### src/rtl/prg_monitor.sv
// -----------------------------------------------------------------------------
// prg_monitor
//
// Byte-command monitor engine for the programming port of the CPU memory.
// A byte stream from the UART receiver is decoded into write (0x57 addr data),
// read (0x52 addr) and dump (0x44 addr len) commands. The engine performs the
// memory accesses and returns acknowledgements / read data to the UART
// transmitter over a valid/ready handshake. Runs on the same clock as the
// memory's prg_clock.
//
// Ports:
//   clock       monitor clock (also the memory prg_clock)
//   reset_n     asynchronous active-low reset
//   rx_data     received byte, qualified by rx_valid
//   rx_valid    one-cycle strobe; no backpressure towards the receiver
//   tx_data     byte to the UART transmitter, stable while tx_valid is high
//   tx_valid    tx_data valid; held until tx_ready is seen at a rising edge
//   tx_ready    transmitter accepts the byte
//   prg_we      memory write enable (single-cycle pulse)
//   prg_MA      memory address
//   prg_WD      memory write data
//   prg_RD      memory read data
//   busy        high whenever the engine is not idle
//   cmd_err     one-cycle pulse on an unknown opcode
//   rx_overrun  one-cycle pulse when a byte arrives that cannot be accepted
// -----------------------------------------------------------------------------
module prg_monitor (
    input  logic       clock,
    input  logic       reset_n,
    input  logic [7:0] rx_data,
    input  logic       rx_valid,
    output logic [7:0] tx_data,
    output logic       tx_valid,
    input  logic       tx_ready,
    output logic       prg_we,
    output logic [7:0] prg_MA,
    output logic [7:0] prg_WD,
    input  logic [7:0] prg_RD,
    output logic       busy,
    output logic       cmd_err,
    output logic       rx_overrun
);

    localparam logic [7:0] OPC_WRITE = 8'h57;
    localparam logic [7:0] OPC_READ  = 8'h52;
    localparam logic [7:0] OPC_DUMP  = 8'h44;
    localparam logic [7:0] ACK_BYTE  = 8'h06;

    typedef enum logic [2:0] {
        S_IDLE,
        S_GET_ADDR,
        S_GET_ARG,
        S_WRITE,
        S_READ,
        S_SEND
    } state_t;

    typedef enum logic [1:0] {
        OP_WRITE,
        OP_READ,
        OP_DUMP
    } op_t;

    state_t     state;
    op_t        op;
    logic [8:0] remaining;   // bytes still to send in a dump; 256 fits in 9 bits
    logic       wait_cnt;    // second READ cycle marker

    // NOTE: every register here is updated with non-blocking assignments so
    // all branches see the pre-edge values of state, op and counters.
    always_ff @(posedge clock or negedge reset_n) begin
        if (!reset_n) begin
            state      <= S_IDLE;
            op         <= OP_WRITE;
            remaining  <= 9'd0;
            wait_cnt   <= 1'b0;
            tx_data    <= 8'h00;
            tx_valid   <= 1'b0;
            prg_we     <= 1'b0;
            prg_MA     <= 8'h00;
            prg_WD     <= 8'h00;
            busy       <= 1'b0;
            cmd_err    <= 1'b0;
            rx_overrun <= 1'b0;
        end else begin
            // Pulse outputs default low; the branches below raise them.
            cmd_err    <= 1'b0;
            rx_overrun <= 1'b0;
            prg_we     <= 1'b0;

            case (state)
                S_IDLE: begin
                    if (rx_valid) begin
                        case (rx_data)
                            OPC_WRITE: begin
                                op    <= OP_WRITE;
                                state <= S_GET_ADDR;
                                busy  <= 1'b1;
                            end
                            OPC_READ: begin
                                op    <= OP_READ;
                                state <= S_GET_ADDR;
                                busy  <= 1'b1;
                            end
                            OPC_DUMP: begin
                                op    <= OP_DUMP;
                                state <= S_GET_ADDR;
                                busy  <= 1'b1;
                            end
                            default: cmd_err <= 1'b1;
                        endcase
                    end
                end

                S_GET_ADDR: begin
                    if (rx_valid) begin
                        prg_MA <= rx_data;
                        if (op == OP_READ) begin
                            wait_cnt <= 1'b0;
                            state    <= S_READ;
                        end else begin
                            state <= S_GET_ARG;
                        end
                    end
                end

                S_GET_ARG: begin
                    if (rx_valid) begin
                        if (op == OP_WRITE) begin
                            prg_WD <= rx_data;
                            prg_we <= 1'b1;   // high for the whole WRITE cycle
                            state  <= S_WRITE;
                        end else begin
                            // A length byte of zero means a full 256-byte dump.
                            remaining <= (rx_data == 8'h00) ? 9'd256 : {1'b0, rx_data};
                            wait_cnt  <= 1'b0;
                            state     <= S_READ;
                        end
                    end
                end

                S_WRITE: begin
                    rx_overrun <= rx_valid;
                    tx_data    <= ACK_BYTE;
                    tx_valid   <= 1'b1;
                    state      <= S_SEND;
                end

                S_READ: begin
                    // prg_MA is held for both cycles so the synchronous
                    // memory read has settled by the second edge.
                    rx_overrun <= rx_valid;
                    if (wait_cnt) begin
                        tx_data  <= prg_RD;
                        tx_valid <= 1'b1;
                        wait_cnt <= 1'b0;
                        state    <= S_SEND;
                    end else begin
                        wait_cnt <= 1'b1;
                    end
                end

                S_SEND: begin
                    rx_overrun <= rx_valid;
                    if (tx_ready) begin
                        tx_valid <= 1'b0;
                        if (op == OP_DUMP && remaining != 9'd1) begin
                            remaining <= remaining - 9'd1;
                            prg_MA    <= prg_MA + 8'd1;   // wraps 0xFF -> 0x00
                            wait_cnt  <= 1'b0;
                            state     <= S_READ;
                        end else begin
                            remaining <= 9'd0;
                            busy      <= 1'b0;
                            state     <= S_IDLE;
                        end
                    end
                end

                default: begin
                    busy  <= 1'b0;
                    state <= S_IDLE;
                end
            endcase
        end
    end

endmodule

### config.mk
export PLATFORM = sky130hd
export DESIGN_NAME = prg_monitor
export DESIGN_NICKNAME = d
export VERILOG_FILES = /design/src/rtl/prg_monitor.sv
export SDC_FILE = /design/constraint.sdc
export NUM_CORES = 1
export LEC_CHECK = 0
export ABC_AREA = 1
export CAP_MARGIN = 20
export CORE_MARGIN = 2
export CORE_UTILIZATION = 27
export CTS_CLUSTER_SIZE = 24
export DETAILED_ROUTE_END_ITERATION = 12
export SLEW_MARGIN = 15
export SYNTH_ARGS = -nofsm -noshare
export SYNTH_HDL_FRONTEND = slang
export SYNTH_SLANG_ARGS = --single-unit
export TNS_END_PERCENT = 10
### constraint.sdc
create_clock -name clock -period 4.7 [get_ports clock]
set_clock_uncertainty 0.15 [all_clocks]
set_input_delay 1.41 -clock clock [delete_from_list [all_inputs] [get_ports clock]]
set_output_delay 1.41 -clock clock [all_outputs]
set_load 0.03 [all_outputs]
==> impl_metrics.csv <==
group,metric,value,unit
layout,synthToLayoutAreaGrowth,27.7,%
placement,numPortBuffers,48,
sta,setup_slack,1.69,ns
worst_setup_path,cp.arrival,1.45,ns
hold_path,hold_path_depth,2,
synth,synth_area,2490,sq um
worst_setup_path,cpPeakStageDelay,0.70,ns
layout,diodes,0,
drt,drt_wl_total,5880,um
placement,dp_hpwl,4500,um
clocking,clk_pin_slew,0.09,ns
pwr,powerDensity,587,nW/um^2
drt,drtAntennaViolNets,0,
synth,netlist-cell-type-count,32,
global_route,grt_overflow_total,0,
worst_setup_path,crit_chain,"clkdlybuf4s50_1",
sta,fmax,332,MHz
placement,dpl_worst_slack,1.69,ns
floorplanning,num_rows,35,
worst_setup_path,cp_max_fo,6,
worst_setup_path,path_class,"flip-flop to primary output",
synth,yosys_warnings,0,
worst_setup_path,critPathSlowestCell,"clkdlybuf4s50_1",
worst_setup_path,critPathBufInv,1,
job,maxCapViolations,0,
sta,fin_crit,3.01,ns
worst_setup_path,ff2ff_setup_slack,2.91,ns
sta,relSlewSlack,67.2,%
status,outcome,"finished, final reports clean",
clocking,post_cts_resize_count,0,
hold_path,hold_path_end,"wait_cnt",
layout,drive_gt1_share,8.12,%
floorplanning,die_w,100,um
clocking,cts_buffer_depth,2,
layout,final_common_cell,"nand2_1",
pwr,irDropWorstVdd,0.181,mV
synth,ys_ff_latch,44,
floorplanning,dieArea,10000,sq um
hold_path,hold_path.class,"flip-flop to flip-flop",
worst_setup_path,start_kind,"flip-flop",
global_route,grt_max_degree,45,
sta,finalHoldViolCount,0,
clocking,cts_buffers,5,
sta,min_period_over_period,64.1,%
floorplanning,ios,49,
synth,synth-seq-area-share,44.2,%
clocking,hold_buffers,0,
worst_setup_path,reg2regPathDepth,7,
sta,hold_slack,0.328,ns
worst_setup_path,r2r-start,"state[0]",
layout,num-nets-final,404,
drt,num_vias,2240,
drt,drt_iter0_markers,74,
clocking,cts_sinks,44,
worst_setup_path,crit_family,"buffers and inverters",
synth,syn-num-nets,351,
drt,drc,0,
drt,wl_per_cell,11.9,um
layout,fin_util,34.9,%
worst_setup_path,end_kind,"primary output",
clocking,cts_tree,"built",
global_route,grt_pass1_vias,2137,
floorplanning,start_util,27.3,%
clocking,clk_latency,0.30,ns
clocking,htreeDepth,2,
drt,firstDrtPassIters,4,
placement,gp_congestion,0.845,
sta,tightest_slew,0.489,ns
synth,synth_cells,328,
sta,rsz0062_at_grt,"false",
sta,slew_viol_final,0,
clocking,cts_root_buf,"clkbuf_8",
floorplanning,fp.coreArea,9110,sq um
clocking,cts_setup_buffers,0,
sta,finalSetupViolations,0,
floorplanning,die_h,100,um
global_route,grt_pass1_wl,10000,um
global_route,antenna_found_initial,0,
global_route,grt_usage,12.4,%
drt,vias_per_cell,4.54,
layout,final_cell_mix,"nand2_1, clkdlybuf4s50_1, dfrtp_1",
pwr,leakage,1.58,nW
worst_setup_path,reg2reg_to,"prg_MA[6]",
hold_path,min_from,"wait_cnt",
synth,avgSynthCellArea,7.59,sq um
worst_setup_path,crit_required,3.14,ns
sta,tns,0,ns
==> layout make-up <==
class	count	area (sq um)
clock inverter	1	8.76
multi-input combinational	244	1220
timing repair buffer	49	495
inverter	37	143
tap	111	139
clock buffer	7	76.3
fill	981	5930
sequential	44	1100
==> synth_stat cells <==
cell | count | area (sq um)
nor2_2 | 2 | 12.5
or2_2 | 1 | 6.26
ha_1 | 3 | 37.5
nand4_1 | 6 | 37.5
xor2_1 | 5 | 43.8
nand3_2 | 2 | 20.0
o21bai_1 | 3 | 22.5
nor2_1 | 33 | 124
inv_1 | 29 | 109
clkinv_2 | 1 | 5.00
o22ai_1 | 1 | 6.26
nand2_1 | 110 | 413
a21oi_1 | 6 | 30.0
or2_0 | 1 | 6.26
inv_4 | 1 | 6.26
dfrtp_1 | 44 | 1100
nand2_2 | 3 | 18.8
a22o_1 | 6 | 52.6
nor2_8 | 1 | 20.0
o21ai_0 | 11 | 55.1
o22a_1 | 2 | 17.5
nor3_1 | 3 | 15.0
nor3b_1 | 1 | 7.51
inv_2 | 6 | 22.5
nand2_4 | 3 | 33.8
buf_4 | 1 | 7.51
buf_6 | 2 | 22.5
nor2_4 | 2 | 22.5
nand3_4 | 1 | 17.5
o21ai_1 | 7 | 35.0
nand3_1 | 29 | 145
xnor2_1 | 2 | 17.5
==> worst max path at each step <==
stage,start,to,slack [ns],depth (start not counted)
after floorplan,tx_ready,remaining[7],2.35,9
after detailed placement,rx_valid,busy,1.69,8
after global placement,rx_valid,busy,1.70,8
after global routing,prg_MA[3],prg_MA[3],1.62,1
after CTS,prg_MA[3],prg_MA[3],1.67,1
final,prg_MA[3],prg_MA[3],1.69,1
==> state kept, by name, summed over array words and instances, names as in the netlist <==
| name | flops |
|---|---|
| wait_cnt | 1 |
| prg_WD | 8 |
| tx_valid | 1 |
| remaining | 9 |
| op | 2 |
| state | 3 |
| prg_we | 1 |
| prg_MA | 8 |
| busy | 1 |
| rx_overrun | 1 |
| cmd_err | 1 |
| tx_data | 8 |
==> power by group <==
group          internal (W)  leakage [nW]  switching [W]  total [W]
Sequential         0.000531         0.564       0.000139   0.000670
Combinational      0.000394         0.969       0.000568   0.000961
Clock              0.000106        0.0424       0.000128   0.000234
Total               0.00103          1.58       0.000835    0.00187
==> logic make-up after synthesis <==
kind of cell    count (synthesis)  synth area share (%)
xor+xnor                        7                  2.46
flops                          44                  44.2
buf+inv                        40                  6.93
simple gates                  198                  36.1
compound gates                 36                  8.79
fa+ha+maj                       3                  1.51
==> layer usage <==
metal  routed length, um  track usage [%]
met4                  72             3.58
met3                 268             2.72
met2                2680             19.6
met5                   0                0
met1                2860             17.2
==> metrics by stage <==
stage	power, W	instances	cell area, sq um
2_1_floorplan	0.00130	328	2490
3_3_place_gp	0.00163	484	3080
3_5_place_dp	0.00164	484	3080
4_1_cts	0.00189	492	3160
5_1_grt	0.00201	493	3180
6_report	0.00187	493	3180
(Power assumes the default switching activity.)
